## src/rtl/ren_conv_pkg.sv

```systemverilog
// Shared definitions for the ren_conv Wishbone front-end: address map, register layout and FSM encoding.
package ren_conv_pkg;

  localparam logic [31:0] BASE_ADDR = 32'h3000_0000;
  localparam logic [5:0]  BASE_TAG  = BASE_ADDR[31:26];

  typedef enum logic [1:0] {
    RGN_REG  = 2'd0,
    RGN_IMG  = 2'd1,
    RGN_KERN = 2'd2,
    RGN_RES  = 2'd3
  } region_e;

  localparam logic [7:0] REG0_OFS = 8'h00;
  localparam logic [7:0] REG1_OFS = 8'h04;
  localparam logic [7:0] REG2_OFS = 8'h08;
  localparam logic [5:0] REG0_IDX = REG0_OFS[7:2];
  localparam logic [5:0] REG1_IDX = REG1_OFS[7:2];
  localparam logic [5:0] REG2_IDX = REG2_OFS[7:2];

  localparam int DONE_BIT   = 0;
  localparam int SOFT_BIT   = 1;
  localparam int START_BIT  = 2;
  localparam int IRQ_EN_BIT = 3;

  localparam int KERN_COLS_LSB = 0;  localparam int KERN_COLS_W = 3;
  localparam int COLS_LSB      = 8;  localparam int COLS_W      = 8;
  localparam int KERNS_LSB     = 16; localparam int KERNS_W     = 3;
  localparam int STRIDE_LSB    = 24; localparam int STRIDE_W    = 8;

  localparam int RCOLS_LSB = 0;  localparam int RCOLS_W = 8;
  localparam int SHIFT_LSB = 8;  localparam int SHIFT_W = 4;
  localparam int KAM_BIT   = 16;
  localparam int EMP_BIT   = 17;
  localparam int MASK_LSB  = 18; localparam int MASK_W  = 3;

  // Writable bits of each register; everything else reads back as 0.
  localparam logic [31:0] REG0_RW_BITS = 32'h0000_000E;
  localparam logic [31:0] REG1_MASK    = 32'hFF07_FF07;
  localparam logic [31:0] REG2_MASK    = 32'h001F_0FFF;

  typedef enum logic [1:0] {
    ST_IDLE    = 2'd0,
    ST_RD_WAIT = 2'd1,
    ST_ACK     = 2'd2
  } state_e;

  function automatic logic [31:0] apply_sel(input logic [31:0] cur, input logic [31:0] wdat,
                                            input logic [3:0] sel);
    logic [31:0] res;
    for (int b = 0; b < 4; b++) res[b*8 +: 8] = sel[b] ? wdat[b*8 +: 8] : cur[b*8 +: 8];
    return res;
  endfunction

endpackage

```

## src/rtl/ren_conv_wb_decode.sv

```systemverilog
// Combinational address decode: instance hit, region and word index from the Wishbone request.
module ren_conv_wb_decode
  import ren_conv_pkg::*;
#(
  parameter int INST_ID = 0
) (
  input  logic        cyc_i,
  input  logic        stb_i,
  input  logic [31:0] adr_i,
  output logic        hit_o,
  output region_e     region_o,
  output logic [5:0]  word_idx_o
);

  logic unused_adr;

  assign hit_o      = cyc_i & stb_i & (adr_i[31:26] == BASE_TAG) & (adr_i[25:24] == 2'(INST_ID));
  assign region_o   = region_e'(adr_i[9:8]);
  assign word_idx_o = adr_i[7:2];
  assign unused_adr = &{1'b0, adr_i[23:10], adr_i[1:0]};

endmodule

```

## src/rtl/ren_conv_wb_regs.sv

```systemverilog
// Wishbone B4 classic slave for one ren_conv instance: config/control registers, sticky done, memory forwarding.
// Ack one cycle after a write/REG read, two after a RES read; define REN_CONV_IRQ_EN to add irq_o and reg0[3].
module ren_conv_wb_regs
  import ren_conv_pkg::*;
#(
  parameter int INST_ID         = 0,
  parameter int IMG_ADDR_WIDTH  = 6,
  parameter int RSLT_ADDR_WIDTH = 6,
  parameter int RSLT_DWIDTH     = 8
) (
  input  logic                      wb_clk_i,
  input  logic                      wb_rst_i,
  input  logic                      wbs_stb_i,
  input  logic                      wbs_cyc_i,
  input  logic                      wbs_we_i,
  input  logic [3:0]                wbs_sel_i,
  input  logic [31:0]               wbs_dat_i,
  input  logic [31:0]               wbs_adr_i,
  output logic                      wbs_ack_o,
  output logic [31:0]               wbs_dat_o,
  output logic [IMG_ADDR_WIDTH-1:0] mem_addr_o,
  output logic [23:0]               mem_wdata_o,
  output logic                      img_we_o,
  output logic                      kern_we_o,
  output logic                      res_re_o,
  input  logic [RSLT_DWIDTH-1:0]    res_rdata_i,
  input  logic                      done_i,
`ifdef REN_CONV_IRQ_EN
  output logic                      irq_o,
`endif
  output logic                      start_o,
  output logic                      start_pulse_o,
  output logic                      soft_rst_o,
  output logic [2:0]                cfg_kern_cols_o,
  output logic [7:0]                cfg_cols_o,
  output logic [2:0]                cfg_kerns_o,
  output logic [7:0]                cfg_stride_o,
  output logic [7:0]                cfg_result_cols_o,
  output logic [3:0]                cfg_shift_o,
  output logic                      cfg_kern_addr_mode_o,
  output logic                      cfg_en_max_pool_o,
  output logic [2:0]                cfg_mask_o
);

`ifdef REN_CONV_IRQ_EN
  localparam logic [31:0] REG0_WMASK = REG0_RW_BITS;
`else
  localparam logic [31:0] REG0_WMASK = REG0_RW_BITS & ~(32'd1 << IRQ_EN_BIT);
`endif

  logic       hit;
  region_e    region;
  logic [5:0] word_idx;

  ren_conv_wb_decode #(.INST_ID(INST_ID)) u_decode (
    .cyc_i      (wbs_cyc_i),
    .stb_i      (wbs_stb_i),
    .adr_i      (wbs_adr_i),
    .hit_o      (hit),
    .region_o   (region),
    .word_idx_o (word_idx)
  );

  state_e      state_q, state_d;
  logic [31:0] dat_q, dat_d;
  logic [31:0] reg0_q, reg0_d, reg1_q, reg1_d, reg2_q, reg2_d;
  logic        done_q, done_d;
  logic        start_pulse_q, start_pulse_d;
  logic        done_clr;
  logic [31:0] reg_rdata;

  always_comb begin
    reg_rdata = '0;
    case (word_idx)
      REG0_IDX: begin
        reg_rdata           = reg0_q;
        reg_rdata[DONE_BIT] = done_q;
      end
      REG1_IDX: reg_rdata = reg1_q;
      REG2_IDX: reg_rdata = reg2_q;
      default:  reg_rdata = '0;
    endcase
  end

  always_comb begin
    state_d       = state_q;
    dat_d         = dat_q;
    reg0_d        = reg0_q;
    reg1_d        = reg1_q;
    reg2_d        = reg2_q;
    start_pulse_d = 1'b0;
    done_clr      = 1'b0;
    img_we_o      = 1'b0;
    kern_we_o     = 1'b0;
    res_re_o      = 1'b0;
    case (state_q)
      ST_IDLE: begin
        // Reset masks the request so a transaction overlapping reset leaves no side effects.
        if (hit && !wb_rst_i) begin
          if (wbs_we_i) begin
            state_d = ST_ACK;
            dat_d   = '0;
            case (region)
              RGN_REG: begin
                case (word_idx)
                  REG0_IDX: begin
                    reg0_d        = apply_sel(reg0_q, wbs_dat_i, wbs_sel_i) & REG0_WMASK;
                    start_pulse_d = reg0_d[START_BIT] & ~reg0_q[START_BIT];
                    done_clr      = reg0_d[SOFT_BIT] | start_pulse_d;
                  end
                  REG1_IDX: reg1_d = apply_sel(reg1_q, wbs_dat_i, wbs_sel_i) & REG1_MASK;
                  REG2_IDX: reg2_d = apply_sel(reg2_q, wbs_dat_i, wbs_sel_i) & REG2_MASK;
                  default: ;
                endcase
              end
              RGN_IMG:  img_we_o  = 1'b1;
              RGN_KERN: kern_we_o = 1'b1;
              default: ;
            endcase
          end else if (region == RGN_RES) begin
            state_d  = ST_RD_WAIT;
            res_re_o = 1'b1;
          end else begin
            state_d = ST_ACK;
            dat_d   = (region == RGN_REG) ? reg_rdata : '0;
          end
        end
      end
      ST_RD_WAIT: begin
        if (!wbs_cyc_i) begin
          state_d = ST_IDLE;
        end else begin
          state_d = ST_ACK;
          dat_d   = 32'(res_rdata_i);
        end
      end
      ST_ACK:  state_d = ST_IDLE;
      default: state_d = ST_IDLE;
    endcase
    // A clearing write wins over a coincident done pulse.
    done_d = done_clr ? 1'b0 : (done_i | done_q);
  end

  always_ff @(posedge wb_clk_i) begin
    if (wb_rst_i) begin
      state_q       <= ST_IDLE;
      dat_q         <= '0;
      reg0_q        <= '0;
      reg1_q        <= '0;
      reg2_q        <= '0;
      done_q        <= 1'b0;
      start_pulse_q <= 1'b0;
    end else begin
      state_q       <= state_d;
      dat_q         <= dat_d;
      reg0_q        <= reg0_d;
      reg1_q        <= reg1_d;
      reg2_q        <= reg2_d;
      done_q        <= done_d;
      start_pulse_q <= start_pulse_d;
    end
  end

`ifdef REN_CONV_IRQ_EN
  logic irq_q, irq_d;
  always_comb irq_d = done_d & reg0_d[IRQ_EN_BIT];
  always_ff @(posedge wb_clk_i) begin
    if (wb_rst_i) irq_q <= 1'b0;
    else          irq_q <= irq_d;
  end
  assign irq_o = irq_q;
`endif

  assign wbs_ack_o     = (state_q == ST_ACK);
  assign wbs_dat_o     = dat_q;
  assign mem_addr_o    = (region == RGN_RES) ? IMG_ADDR_WIDTH'(RSLT_ADDR_WIDTH'(word_idx))
                                             : IMG_ADDR_WIDTH'(word_idx);
  assign mem_wdata_o   = wbs_dat_i[23:0];
  assign start_o       = reg0_q[START_BIT];
  assign start_pulse_o = start_pulse_q;
  assign soft_rst_o    = reg0_q[SOFT_BIT] | wb_rst_i;

  assign cfg_kern_cols_o      = reg1_q[KERN_COLS_LSB +: KERN_COLS_W];
  assign cfg_cols_o           = reg1_q[COLS_LSB +: COLS_W];
  assign cfg_kerns_o          = reg1_q[KERNS_LSB +: KERNS_W];
  assign cfg_stride_o         = reg1_q[STRIDE_LSB +: STRIDE_W];
  assign cfg_result_cols_o    = reg2_q[RCOLS_LSB +: RCOLS_W];
  assign cfg_shift_o          = reg2_q[SHIFT_LSB +: SHIFT_W];
  assign cfg_kern_addr_mode_o = reg2_q[KAM_BIT];
  assign cfg_en_max_pool_o    = reg2_q[EMP_BIT];
  assign cfg_mask_o           = reg2_q[MASK_LSB +: MASK_W];

endmodule

```

## config.mk

```make
export PLATFORM = sky130hd
export DESIGN_NAME = ren_conv_wb_regs
export DESIGN_NICKNAME = d
export VERILOG_FILES = /design/src/rtl/ren_conv_pkg.sv /design/src/rtl/ren_conv_wb_decode.sv /design/src/rtl/ren_conv_wb_regs.sv
export SDC_FILE = /design/constraint.sdc
export NUM_CORES = 1
export LEC_CHECK = 0
export ABC_CLOCK_PERIOD_IN_PS = 5010
export CORE_MARGIN = 3
export CORE_UTILIZATION = 43
export DETAILED_ROUTE_END_ITERATION = 12
export PLACE_DENSITY = 0.89
export SLEW_MARGIN = 20
export SYNTH_ARGS = -nofsm -noshare
export SYNTH_HDL_FRONTEND = slang
export SYNTH_SLANG_ARGS = --single-unit
```

## constraint.sdc

```tcl
create_clock -name wb_clk_i -period 5.01 [get_ports wb_clk_i]
set_input_delay 1.2525 -clock wb_clk_i [delete_from_list [all_inputs] [get_ports wb_clk_i]]
set_output_delay 1.2525 -clock wb_clk_i [all_outputs]
set_load 0.1 [all_outputs]
```

==> results of run 1 <==
## sequential cells by signal, indices dropped and copies added (netlist names)
register / flops
wbs_dat_o: 29
reg1_q: 22
reg2_q: 17
reg0_q: 2
state_q: 2
done_q: 1
start_pulse_o: 1
## cells in the final DEF, fill, tap and decap left out, drive strengths merged, types with 2 or more instances in the layout
cell and instances:
clkdlybuf4s50 132, dfxtp 74, nand2 48, buf 44, a21oi 43, nand3 33, o21ai 31, mux2i 25
nand4 18, clkbuf 10, nor3 10, a31o 8, a22oi 8, a211oi 8, inv 8, a2111oi 7
nor2 6, nor2b 5, or3 3, and4 3, o2bb2ai 3, conb 3, or4 3, nor4 3
clkinv 3, nor3b 2, nor4bb 2
## area by class of cell
class                   count  area [sq um]  share of cell area
multi-input cells         284          1780               0.335
repair buffers            176          1700               0.319
clock buffers              10           138              0.0258
flip-flops and latches     74          1480               0.278
clock inverters             6          72.6              0.0136
well taps                 102           128              0.0239
inverters                   7          26.3             0.00493
## through the flow
step	hold WS, ns	instance area [sq um]	worst slack [ns]	total power [mW]
floorplan	0.473	3620	-0.0554	0.763
global placement	0.458	5120	0.363	0.820
detailed placement	0.467	5120	0.312	0.823
CTS	0.479	5330	0.313	1.31
global route	0.499	5330	0.251	1.34
finish	0.482	5330	0.312	1.30
## logic make-up (layout without fill, tap and decap cells)
group                  Yosys count  after routing
AOI/OAI and AO/OA              111            111
DFF                             74             74
muxes                           26             26
buffers and inverters           70            199
and+or+nand+nor                144            144
other                            1              3
## worst paths after layout
path	startpoint	end	depth (start not counted)
max reg2reg	state_q[0]$_SDFFE_PP0P_	reg1_q[26]$_SDFFE_PP0P_	5
min reg2reg	wbs_dat_o[30]$_SDFFE_PP0P_	wbs_dat_o[30]$_SDFFE_PP0P_	2
max	wbs_cyc_i	img_we_o	5
min	wbs_dat_o[30]$_SDFFE_PP0P_	wbs_dat_o[30]$_SDFFE_PP0P_	2
## metal layers
metal,wire length [um],vias up,global-route usage
li1,-,1780,-
met1,4770,1801,0.298
met2,6060,182,0.417
met3,911,43,0.0603
met4,461,0,0.119
met5,0,-,0
## worst min-delay path, delay by kind of cell, from the launching register on
| family | cells | cell delay [ns] |
|---|---|---|
| flip-flops | 1 | 0.32 |
| AO/OA/AOI/OAI | 2 | 0.13 |
## where the power goes
group / leakage, nW / switching, mW / internal (mW)
Combinational: 1.09 / 0.152 / 0.0693
Sequential: 0.596 / 0.000351 / 0.588
Clock: 0.103 / 0.242 / 0.249
==> flow_summary.rst, run 1 <==
.. list-table::
   :header-rows: 1

   * - Metric
     - Value
   * - Status
     - complete, no violations
   * - Predominant post-synthesis flop cell
     - sky130_fd_sc_hd__dfxtp_1
   * - Number of rows created at floorplan
     - 32
   * - Slowest cell delay on critical path
     - between 0.6 and 0.7 ns
   * - Critical Path RT
     - between 3 and 4 ns
   * - Post-synthesis cell type count
     - 42
   * - Number of max-capacitance violations reported
     - 0
   * - Hold_buf cts
     - 0
   * - Count of placed standard cells in the final layout, fillers left out
     - about 660
   * - Count of filler cells inserted in the layout
     - about 650
   * - Power density normalized to cell area
     - roughly 240 nW/um^2
   * - Proportion of layout cells with a drive suffix above 1
     - 0.149
   * - Crit path max fanout
     - 5
   * - Y dimension of the die
     - 97.6 um
   * - Remaining max-slew budget at the tightest pin
     - 0.326
   * - Setup repair after global routing missed its margin
     - false
   * - Root buffer cell
     - sky130_fd_sc_hd__clkbuf_8
   * - Number of global-route vias before repair
     - approximately 3700
   * - Post-CTS setup repair buffer count
     - 0
   * - Final core utilization
     - 0.672
   * - Dominant combinational cell family by area after synthesis
     - simple AND/OR/NAND/NOR gates
   * - Most used standard cell by instance count after synthesis
     - sky130_fd_sc_hd__dfxtp_1
   * - Total grt overflow
     - 0
   * - Worst Path Buf+Inv
     - 2
   * - Cells after DPL
     - between 600 and 700
   * - Hpwl dp
     - 9.08 mm
   * - Slowest stage cell, crit path
     - sky130_fd_sc_hd__or4bb_1
   * - Number of enable-type register cells in the synthesized netlist
     - 0
   * - Shortest period the worst path allows
     - roughly 4.7 ns
   * - Initial standard-cell utilization of the core
     - 0.455
   * - First-pass GRT wire length
     - ~19 mm
   * - Number of CTS-inserted buffers
     - 9
   * - Post-detailed-route DRC marker count
     - 0
   * - Count of input and output buffers
     - 164
   * - Final Max Slew Viols
     - 0
   * - Synthesis Warnings
     - 0
   * - Final setup viols
     - 0
   * - Detailed-routing iteration count for the pre-antenna-repair pass
     - 5
   * - Share of the synthesized netlist area taken by xor and xnor gates
     - 0
   * - Pin count of the biggest net entering global routing
     - 53
   * - Final setup skew
     - 0.0157 ns
   * - Setup crit end kind
     - output port
   * - Flop and latch count out of synthesis
     - 74
   * - Simple logic cell fraction of the synthesized area
     - 0.219
   * - CTS tree
     - yes
   * - Critical path class
     - input port to output port
   * - Max Clk Rate
     - ~0.21 GHz
   * - Final weighted congestion in routability-driven placement
     - 0.863
   * - Count of H-tree levels built during CTS
     - 3
   * - Area growth syn-to-layout
     - 47.8%
   * - Average wire per standard cell
     - approximately 19 um
   * - Die outline width
     - about 98 um
   * - Vias after detailed routing
     - between 3000 and 4000
   * - Top cell type by total area after synthesis
     - sky130_fd_sc_hd__dfxtp_1
   * - Drt total wl
     - between 10 and 15 mm
   * - Number of cells produced by synthesis
     - between 400 and 500
   * - Most frequent cells after synthesis
     - 74 x sky130_fd_sc_hd__dfxtp_1, 48 x sky130_fd_sc_hd__nand2_1, 43 x sky130_fd_sc_hd__a21oi_1
   * - Adder-cell area share of the yosys netlist
     - 0
   * - Cell Chain, Critical Path
     - clkdlybuf4s50_1, or4bb_1, or4_4, nor3_2, buf_12
   * - Total I/O pin count
     - 190
   * - Slack of the worst reg-to-reg path
     - ~2.7 ns
   * - Arrival time at the worst endpoint
     - 3.45 ns
   * - Number of antenna violations at the first check in global routing
     - 0
   * - Final hold viol count
     - 0
   * - Largest delay contributor family on the critical path
     - simple AND/OR/NAND/NOR gates
   * - Drt via density
     - approximately 5.8
   * - Setup crit start kind
     - input port
   * - Top-area cell type share of the netlist area
     - 0.411
   * - Clk pin slew, worst setup/hold paths
     - 0.09 ns
   * - Compound-cell area share of the yosys netlist
     - 0.187
   * - Core Area
     - approximately 8000 sq um
   * - Slew of the pin with the lowest slew margin
     - between 1 and 1.5 ns
   * - Static Leakage
     - ~1.8 nW
   * - First-iteration detailed-routing DRC count
     - 212
   * - Maximum clock insertion buffer count
     - 2
   * - Average footprint of a synthesized cell
     - ~8.5 sq um
   * - Number of nets still failing antenna checks after routing
     - 0
   * - Clock latency at the later pin of the worst-skew pair
     - between 0.3 and 0.4 ns
   * - Total inserted antenna cells
     - 0
   * - Fraction of registers with async set/reset
     - 0
   * - Setup tns final
     - 0 ns
   * - Number of sinks handled by clock tree synthesis
     - 74
   * - Final net count
     - ~630
   * - Post-route clock period utilization
     - 0.938
   * - Post-cts sizing count
     - 0
   * - Ranking of synthesized cells by area
     - sky130_fd_sc_hd__dfxtp_1 41%, sky130_fd_sc_hd__mux2i_1 6.9%, sky130_fd_sc_hd__buf_4 6.9%
   * - Share of the yosys chip area belonging to registers
     - 0.411
   * - Multiplexer share of the synthesized area
     - 0.0725
   * - Post-synthesis cell area
     - between 3000 and 4000 sq um
   * - Total global-route track usage
     - 0.249
   * - Class of the tightest hold or removal check
     - register to register
   * - Worst VDD drop
     - 0.115 mV
   * - Die area
     - between 9000 and 10000 sq um
(Power assumes the default switching activity.)
==> run 2: changes to the inputs <==
--- a/config.mk
+++ b/config.mk
@@ -10,6 +10,7 @@
 export CORE_UTILIZATION = 43
 export DETAILED_ROUTE_END_ITERATION = 12
 export PLACE_DENSITY = 0.89
+export REMOVE_ABC_BUFFERS = 1
 export SLEW_MARGIN = 20
 export SYNTH_ARGS = -nofsm -noshare
 export SYNTH_HDL_FRONTEND = slang
==> flow_summary.rst, run 2 (synthesis results as in run 1) <==
.. list-table::
   :header-rows: 1

   * - Metric
     - Value
   * - Status
     - complete, no violations
   * - Total global-route track usage
     - 0.231 (-0.0184)
   * - Static Leakage
     - 1.80 nW (+0.23%)
   * - Number of antenna violations at the first check in global routing
     - 0 (unchanged)
   * - First-pass GRT wire length
     - 18.3 mm (-4.6%)
   * - Initial standard-cell utilization of the core
     - 0.455 (unchanged)
   * - Root buffer cell
     - sky130_fd_sc_hd__clkbuf_8
   * - Proportion of layout cells with a drive suffix above 1
     - 0.147 (-0.00232)
   * - Hpwl dp
     - 8.50 mm (-6.4%)
   * - Remaining max-slew budget at the tightest pin
     - 0.317 (-0.00903)
   * - Final net count
     - 636 (+0.32%)
   * - Cells after DPL
     - 645 (+0.31%)
   * - Setup crit start kind
     - input port
   * - Drt via density
     - 5.68 (-1.6%)
   * - Most used cells in the layout excluding fill and tap cells
     - 132 x sky130_fd_sc_hd__clkdlybuf4s50_1, 74 x sky130_fd_sc_hd__dfxtp_1, 48 x sky130_fd_sc_hd__nand2_1, 43 x sky130_fd_sc_hd__a21oi_1, 41 x sky130_fd_sc_hd__buf_4
   * - Total inserted antenna cells
     - 0 (unchanged)
   * - Footprint of the flip-flops and latches
     - 1480 sq um (unchanged)
   * - Most common library cell in the layout ignoring fill and taps
     - sky130_fd_sc_hd__clkdlybuf4s50_1
   * - Crit path max fanout
     - 5 (unchanged)
   * - Count of filler cells inserted in the layout
     - 652 (-0.31%)
   * - Post-cts sizing count
     - 0 (unchanged)
   * - Post-detailed-route DRC marker count
     - 0 (unchanged)
   * - Core Area
     - 7930 sq um (unchanged)
   * - Setup crit end kind
     - output port
   * - Drt total wl
     - 11.3 mm (-7.3%)
   * - Critical Path RT
     - 3.76 ns (about the same)
   * - Detailed-routing iteration count for the pre-antenna-repair pass
     - 4 (-1)
   * - Number of rows created at floorplan
     - 32 (unchanged)
   * - Number of nets still failing antenna checks after routing
     - 0 (unchanged)
   * - Die outline width
     - 97.6 um (unchanged)
   * - Design Power
     - 1.28 mW (-1.6%)
   * - Slowest cell delay on critical path
     - 0.59 ns (-0.07 ns)
   * - CTS tree
     - yes
   * - Post-route clock period utilization
     - 0.933 (-0.00464)
   * - Slew of the pin with the lowest slew margin
     - 1.02 ns (+0.0135 ns)
   * - Count of input and output buffers
     - 164 (unchanged)
   * - First-iteration detailed-routing DRC count
     - 171 (-19%)
   * - Die area
     - 9520 sq um (unchanged)
   * - Number of sinks handled by clock tree synthesis
     - 74 (unchanged)
   * - Count of placed standard cells in the final layout, fillers left out
     - 661 (+0.30%)
   * - Vias after detailed routing
     - 3756 (-1.3%)
   * - Number of global-route vias before repair
     - 3740 (+1.7%)
   * - Critical Path Most Common Cell
     - sky130_fd_sc_hd__or4_4
   * - Multi-input gate area in the final layout
     - 1770 sq um (-0.56%)
   * - Maximum clock insertion buffer count
     - 2 (unchanged)
   * - Class of the tightest hold or removal check
     - register to register
   * - Critical path class
     - input port to output port
   * - Shortest period the worst path allows
     - 4.67 ns (-0.0232 ns)
   * - Average wire per standard cell
     - 17.1 um (-7.6%)
   * - Final weighted congestion in routability-driven placement
     - 0.804 (-6.8%)
   * - Pin count of the biggest net entering global routing
     - 52 (-1.9%)
   * - Clock latency at the later pin of the worst-skew pair
     - 0.33 ns (-0.02 ns)
   * - Total I/O pin count
     - 190 (unchanged)
   * - Arrival time at the worst endpoint
     - 3.42 ns (-0.03 ns)
   * - Final setup viols
     - 0 (unchanged)
   * - Final core utilization
     - 0.672 (unchanged)
   * - Power density normalized to cell area
     - 240 nW/um^2 (-1.6%)
   * - Hold_buf cts
     - 0 (unchanged)
   * - Number of flip-flops in the largest register
     - 29 (unchanged)
   * - Cell Chain, Critical Path
     - clkdlybuf4s50_1, or4_4, or4_4, nor3_1, buf_12
   * - Y dimension of the die
     - 97.6 um (unchanged)
   * - Count of H-tree levels built during CTS
     - 3 (unchanged)
   * - Number of CTS-inserted buffers
     - 9 (unchanged)
   * - Total grt overflow
     - 0 (unchanged)
   * - Setup repair after global routing missed its margin
     - false
   * - Clk pin slew, worst setup/hold paths
     - 0.07 ns (-0.02 ns)
   * - Worst hold slack
     - 0.472 ns (-0.00955 ns)
   * - Final Max Slew Viols
     - 0 (unchanged)
   * - Worst VDD drop
     - 0.144 mV (+25%)
   * - Area growth syn-to-layout
     - 47.8% (unchanged)
   * - Slowest stage cell, crit path
     - sky130_fd_sc_hd__or4_4
   * - Number of max-capacitance violations reported
     - 0 (unchanged)
   * - Max Clk Rate
     - 0.214 GHz (+0.50%)
   * - Final setup skew
     - 0.00730 ns (-0.00842 ns)
   * - Final hold viol count
     - 0 (unchanged)
   * - Post-CTS setup repair buffer count
     - 0 (unchanged)
==> run 2: metrics by stage <==
| step | area [sq um] | setup TNS (ns) | setup WS [ns] |
|---|---|---|---|
| final | 5330 | 0 | 0.335 |
| after floorplan | 3240 | -2.28 | -0.809 |
| after global placement | 5120 | 0 | 0.366 |
| after CTS | 5330 | 0 | 0.325 |
| after detailed placement | 5120 | 0 | 0.335 |
| after global routing | 5330 | 0 | 0.271 |
==> run 2: power breakdown <==
part	switching, mW	internal (mW)	total, mW
sequential	0.000280	0.588	0.588
clock	0.215	0.257	0.472
combinational	0.150	0.0699	0.220
==> run 2: path summary, 6_finish.rpt <==
| kind | cells after the start | endpoint | slack, ns | startpoint |
|---|---|---|---|---|
| setup / recovery | 5 | img_we_o | 0.34 | wbs_adr_i[30] |
| hold / removal | 2 | wbs_dat_o[20]$_SDFFE_PP0P_ | 0.47 | wbs_dat_o[20]$_SDFFE_PP0P_ |
| setup reg to reg | 5 | reg1_q[31]$_SDFFE_PP0P_ | 2.74 | state_q[0]$_SDFFE_PP0P_ |
| hold reg to reg | 2 | wbs_dat_o[20]$_SDFFE_PP0P_ | 0.47 | wbs_dat_o[20]$_SDFFE_PP0P_ |
==> run 2: critical path, delay by kind of cell <==
kind	cells	cell delay [ns]
buffers and inverters	2	0.64
and+or+nand+nor	3	1.53
==> run 2: cell type report <==
type                       count  share of cell area
inverter                       7             0.00493
sequential                    74               0.278
timing repair buffer         178               0.322
clock buffer                  12              0.0291
clock inverter                 4             0.00939
multi-input combinational    284               0.333
tap                          102              0.0239
==> run 2: per-layer routing <==
layer  GRT usage  vias to the layer above  share of wire
met5           0                        -              0
met4      0.0607                        0         0.0097
met3      0.0488                       13          0.086
met2       0.418                      179           0.51
met1       0.275                     1780           0.39
li1            -                     1784              -
==> run 3: changes to the inputs <==
--- a/config.mk
+++ b/config.mk
@@ -6,6 +6,7 @@
 export NUM_CORES = 1
 export LEC_CHECK = 0
 export ABC_CLOCK_PERIOD_IN_PS = 5010
+export CORE_ASPECT_RATIO = 1.5
 export CORE_MARGIN = 3
 export CORE_UTILIZATION = 43
 export DETAILED_ROUTE_END_ITERATION = 12
==> flow_summary.rst, run 3 (synthesis results as in run 1) <==
.. list-table::
   :header-rows: 1

   * - Metric
     - Value
   * - Clk pin slew, worst setup/hold paths
     - 0.05 ns (-0.02 ns)
   * - Class of the tightest hold or removal check
     - register to register
   * - Maximum clock insertion buffer count
     - 2 (unchanged)
   * - Static Leakage
     - 1.85 nW (+2.7%)
   * - Number of global-route vias before repair
     - 3796 (+1.5%)
   * - Die area
     - 9540 sq um (+0.23%)
   * - Clock power share
     - 0.461 (+0.093)
   * - Remaining max-slew budget at the tightest pin
     - 0.307 (-0.0100)
   * - Max Clk Rate
     - 0.212 GHz (-1.1%)
   * - Switching portion of total power
     - 0.256 (-0.0293)
   * - Status
     - complete, no violations
   * - Register share of total power
     - 0.392 (-0.068)
   * - Critical Path RT
     - 3.76 ns (about the same)
   * - Final weighted congestion in routability-driven placement
     - 0.865 (+7.6%)
   * - Vias after detailed routing
     - 3827 (+1.9%)
   * - Y dimension of the die
     - 118 um (+21%)
   * - Slew of the pin with the lowest slew margin
     - 1.04 ns (+0.0150 ns)
   * - Pin count of the biggest net entering global routing
     - 52 (unchanged)
   * - Root buffer cell
     - sky130_fd_sc_hd__clkbuf_16
   * - Total global-route track usage
     - 0.256 (+0.0253)
   * - Total grt overflow
     - 0 (unchanged)
   * - Power density normalized to cell area
     - 277 nW/um^2 (+15%)
   * - Cells after DPL
     - 646 (+0.16%)
   * - Critical path class
     - input port to output port
   * - Drt via density
     - 5.79 (+1.9%)
   * - Final Max Slew Viols
     - 0 (unchanged)
   * - Total I/O pin count
     - 190 (unchanged)
   * - First-pass GRT wire length
     - 19.1 mm (+4.2%)
   * - Post-detailed-route DRC marker count
     - 0 (unchanged)
   * - Setup slack at placement
     - 0.306 ns (-0.0288 ns)
   * - Hold_buf cts
     - 0 (unchanged)
   * - Arrival time at the worst endpoint
     - 3.47 ns (+0.05 ns)
   * - Clock latency at the later pin of the worst-skew pair
     - 0.33 ns (about the same)
   * - Core Area
     - 8110 sq um (+2.3%)
   * - Number of antenna violations at the first check in global routing
     - 0 (unchanged)
   * - Most used cells in the layout excluding fill and tap cells
     - 132 x sky130_fd_sc_hd__clkdlybuf4s50_1, 74 x sky130_fd_sc_hd__dfxtp_1, 48 x sky130_fd_sc_hd__nand2_1, 43 x sky130_fd_sc_hd__a21oi_1, 39 x sky130_fd_sc_hd__buf_4
   * - Die outline width
     - 80.8 um (-17%)
   * - Count of H-tree levels built during CTS
     - 3 (unchanged)
   * - Setup crit start kind
     - input port
   * - Drt total wl
     - 12.1 mm (+6.6%)
   * - Average wire per standard cell
     - 18.3 um (+6.6%)
   * - Shortest period the worst path allows
     - 4.72 ns (+0.0500 ns)
   * - Worst setup slack after layout
     - 0.285 ns (-0.0500 ns)
   * - Number of rows created at floorplan
     - 40 (+25%)
   * - Worst VDD drop
     - 0.175 mV (+22%)
   * - Final setup skew
     - 0.00333 ns (-0.00397 ns)
   * - Final hold viol count
     - 0 (unchanged)
   * - Final setup viols
     - 0 (unchanged)
   * - CTS tree
     - yes
   * - Post-CTS setup repair buffer count
     - 0 (unchanged)
   * - Count of input and output buffers
     - 164 (unchanged)
   * - Number of nets still failing antenna checks after routing
     - 0 (unchanged)
   * - Internal portion of total power
     - 1.12 mW (+22%)
   * - Number of max-capacitance violations reported
     - 0 (unchanged)
   * - Post-route clock period utilization
     - 0.943 (+0.00997)
   * - First-iteration detailed-routing DRC count
     - 252 (+47%)
   * - Hpwl dp
     - 8.92 mm (+5.0%)
   * - Part of the total power dissipated in combinational logic
     - 0.147 (-0.025)
   * - Setup repair after global routing missed its margin
     - false
   * - Post-cts sizing count
     - 0 (unchanged)
   * - Number of sinks handled by clock tree synthesis
     - 74 (unchanged)
   * - Setup crit end kind
     - output port
   * - Most common library cell in the layout ignoring fill and taps
     - sky130_fd_sc_hd__clkdlybuf4s50_1
   * - Area growth syn-to-layout
     - 50.7%
   * - Proportion of layout cells with a drive suffix above 1
     - 0.140 (-0.00640)
   * - Psw
     - 386 uW (+5.5%)
   * - Final net count
     - 634 (-0.31%)
   * - Crit path max fanout
     - 5 (unchanged)
   * - Number of CTS-inserted buffers
     - 9 (unchanged)
   * - Count of placed standard cells in the final layout, fillers left out
     - 661 (unchanged)
   * - Final core utilization
     - 0.670 (-0.00213)
   * - Total inserted antenna cells
     - 0 (unchanged)
   * - Initial standard-cell utilization of the core
     - 0.445 (-0.0101)
   * - Number of flip-flops in the largest register
     - 29 (unchanged)
   * - Detailed-routing iteration count for the pre-antenna-repair pass
     - 4 (unchanged)
==> run 3: cell types whose count changed in the layout (fill, tap and decap cells not counted) <==
cell                         change
sky130_fd_sc_hd__buf_4           -2
sky130_fd_sc_hd__bufinv_16       +1
sky130_fd_sc_hd__clkbuf_1        +1
sky130_fd_sc_hd__clkbuf_16       +9
sky130_fd_sc_hd__clkbuf_8        -9
sky130_fd_sc_hd__clkinv_2        -1
sky130_fd_sc_hd__clkinvlp_4      -2
==> run 3: routing by layer <==
| metal | part of all wire | track usage | vias to the layer above |
|---|---|---|---|
| met5 | 0 | 0 | - |
| met4 | 0.038 | 0.140 | 0 |
| met3 | 0.061 | 0.0396 | 29 |
| met2 | 0.54 | 0.443 | 190 |
| met1 | 0.37 | 0.292 | 1833 |
| li1 | - | - | 1775 |
==> run 3: worst paths after layout <==
kind	startpoint	to	slack [ns]	depth (start not counted)
max	wbs_adr_i[30]	res_re_o	0.29	5
min	reg1_q[28]$_SDFFE_PP0P_	reg1_q[28]$_SDFFE_PP0P_	0.47	2
min reg2reg	reg1_q[28]$_SDFFE_PP0P_	reg1_q[28]$_SDFFE_PP0P_	0.47	2
max reg2reg	state_q[0]$_SDFFE_PP0P_	reg1_q[31]$_SDFFE_PP0P_	2.70	5
==> run 3: through the flow <==
stage	power, mW	cell area (sq um)	hold WS [ns]	setup TNS, ns
after global routing	1.54	5430	0.495	0
final	1.50	5430	0.473	0
after CTS	1.51	5430	0.473	0
after floorplan	0.639	3240	0.471	-2.28
after detailed placement	0.822	5110	0.466	0
after global placement	0.820	5110	0.457	0
==> run 3: layout make-up <==
type	instances	area (sq um)
clock buffers	13	260
inverters	7	26.3
repair buffers	176	1700
fillers	648	2680
flip-flops and latches	74	1480
well taps	105	131
clock inverters	2	60.1
multi-input cells	284	1770
==> run 3: power by group through the flow <==
stage	logic, mW	clock network [mW]	registers [mW]
4_1_cts	0.221	0.703	0.590
6_report	0.221	0.694	0.590
3_3_place_gp	0.218	0	0.602
3_5_place_dp	0.220	0	0.602
2_1_floorplan	0.0369	0	0.603
5_1_grt	0.230	0.723	0.589
==> run 3: critical path, cell delays in order <==
cell	delay [ns]
sky130_fd_sc_hd__clkdlybuf4s50_1	0.40
sky130_fd_sc_hd__or4_4	0.59
sky130_fd_sc_hd__or4_4	0.60
sky130_fd_sc_hd__nor3_1	0.39
sky130_fd_sc_hd__buf_12	0.23
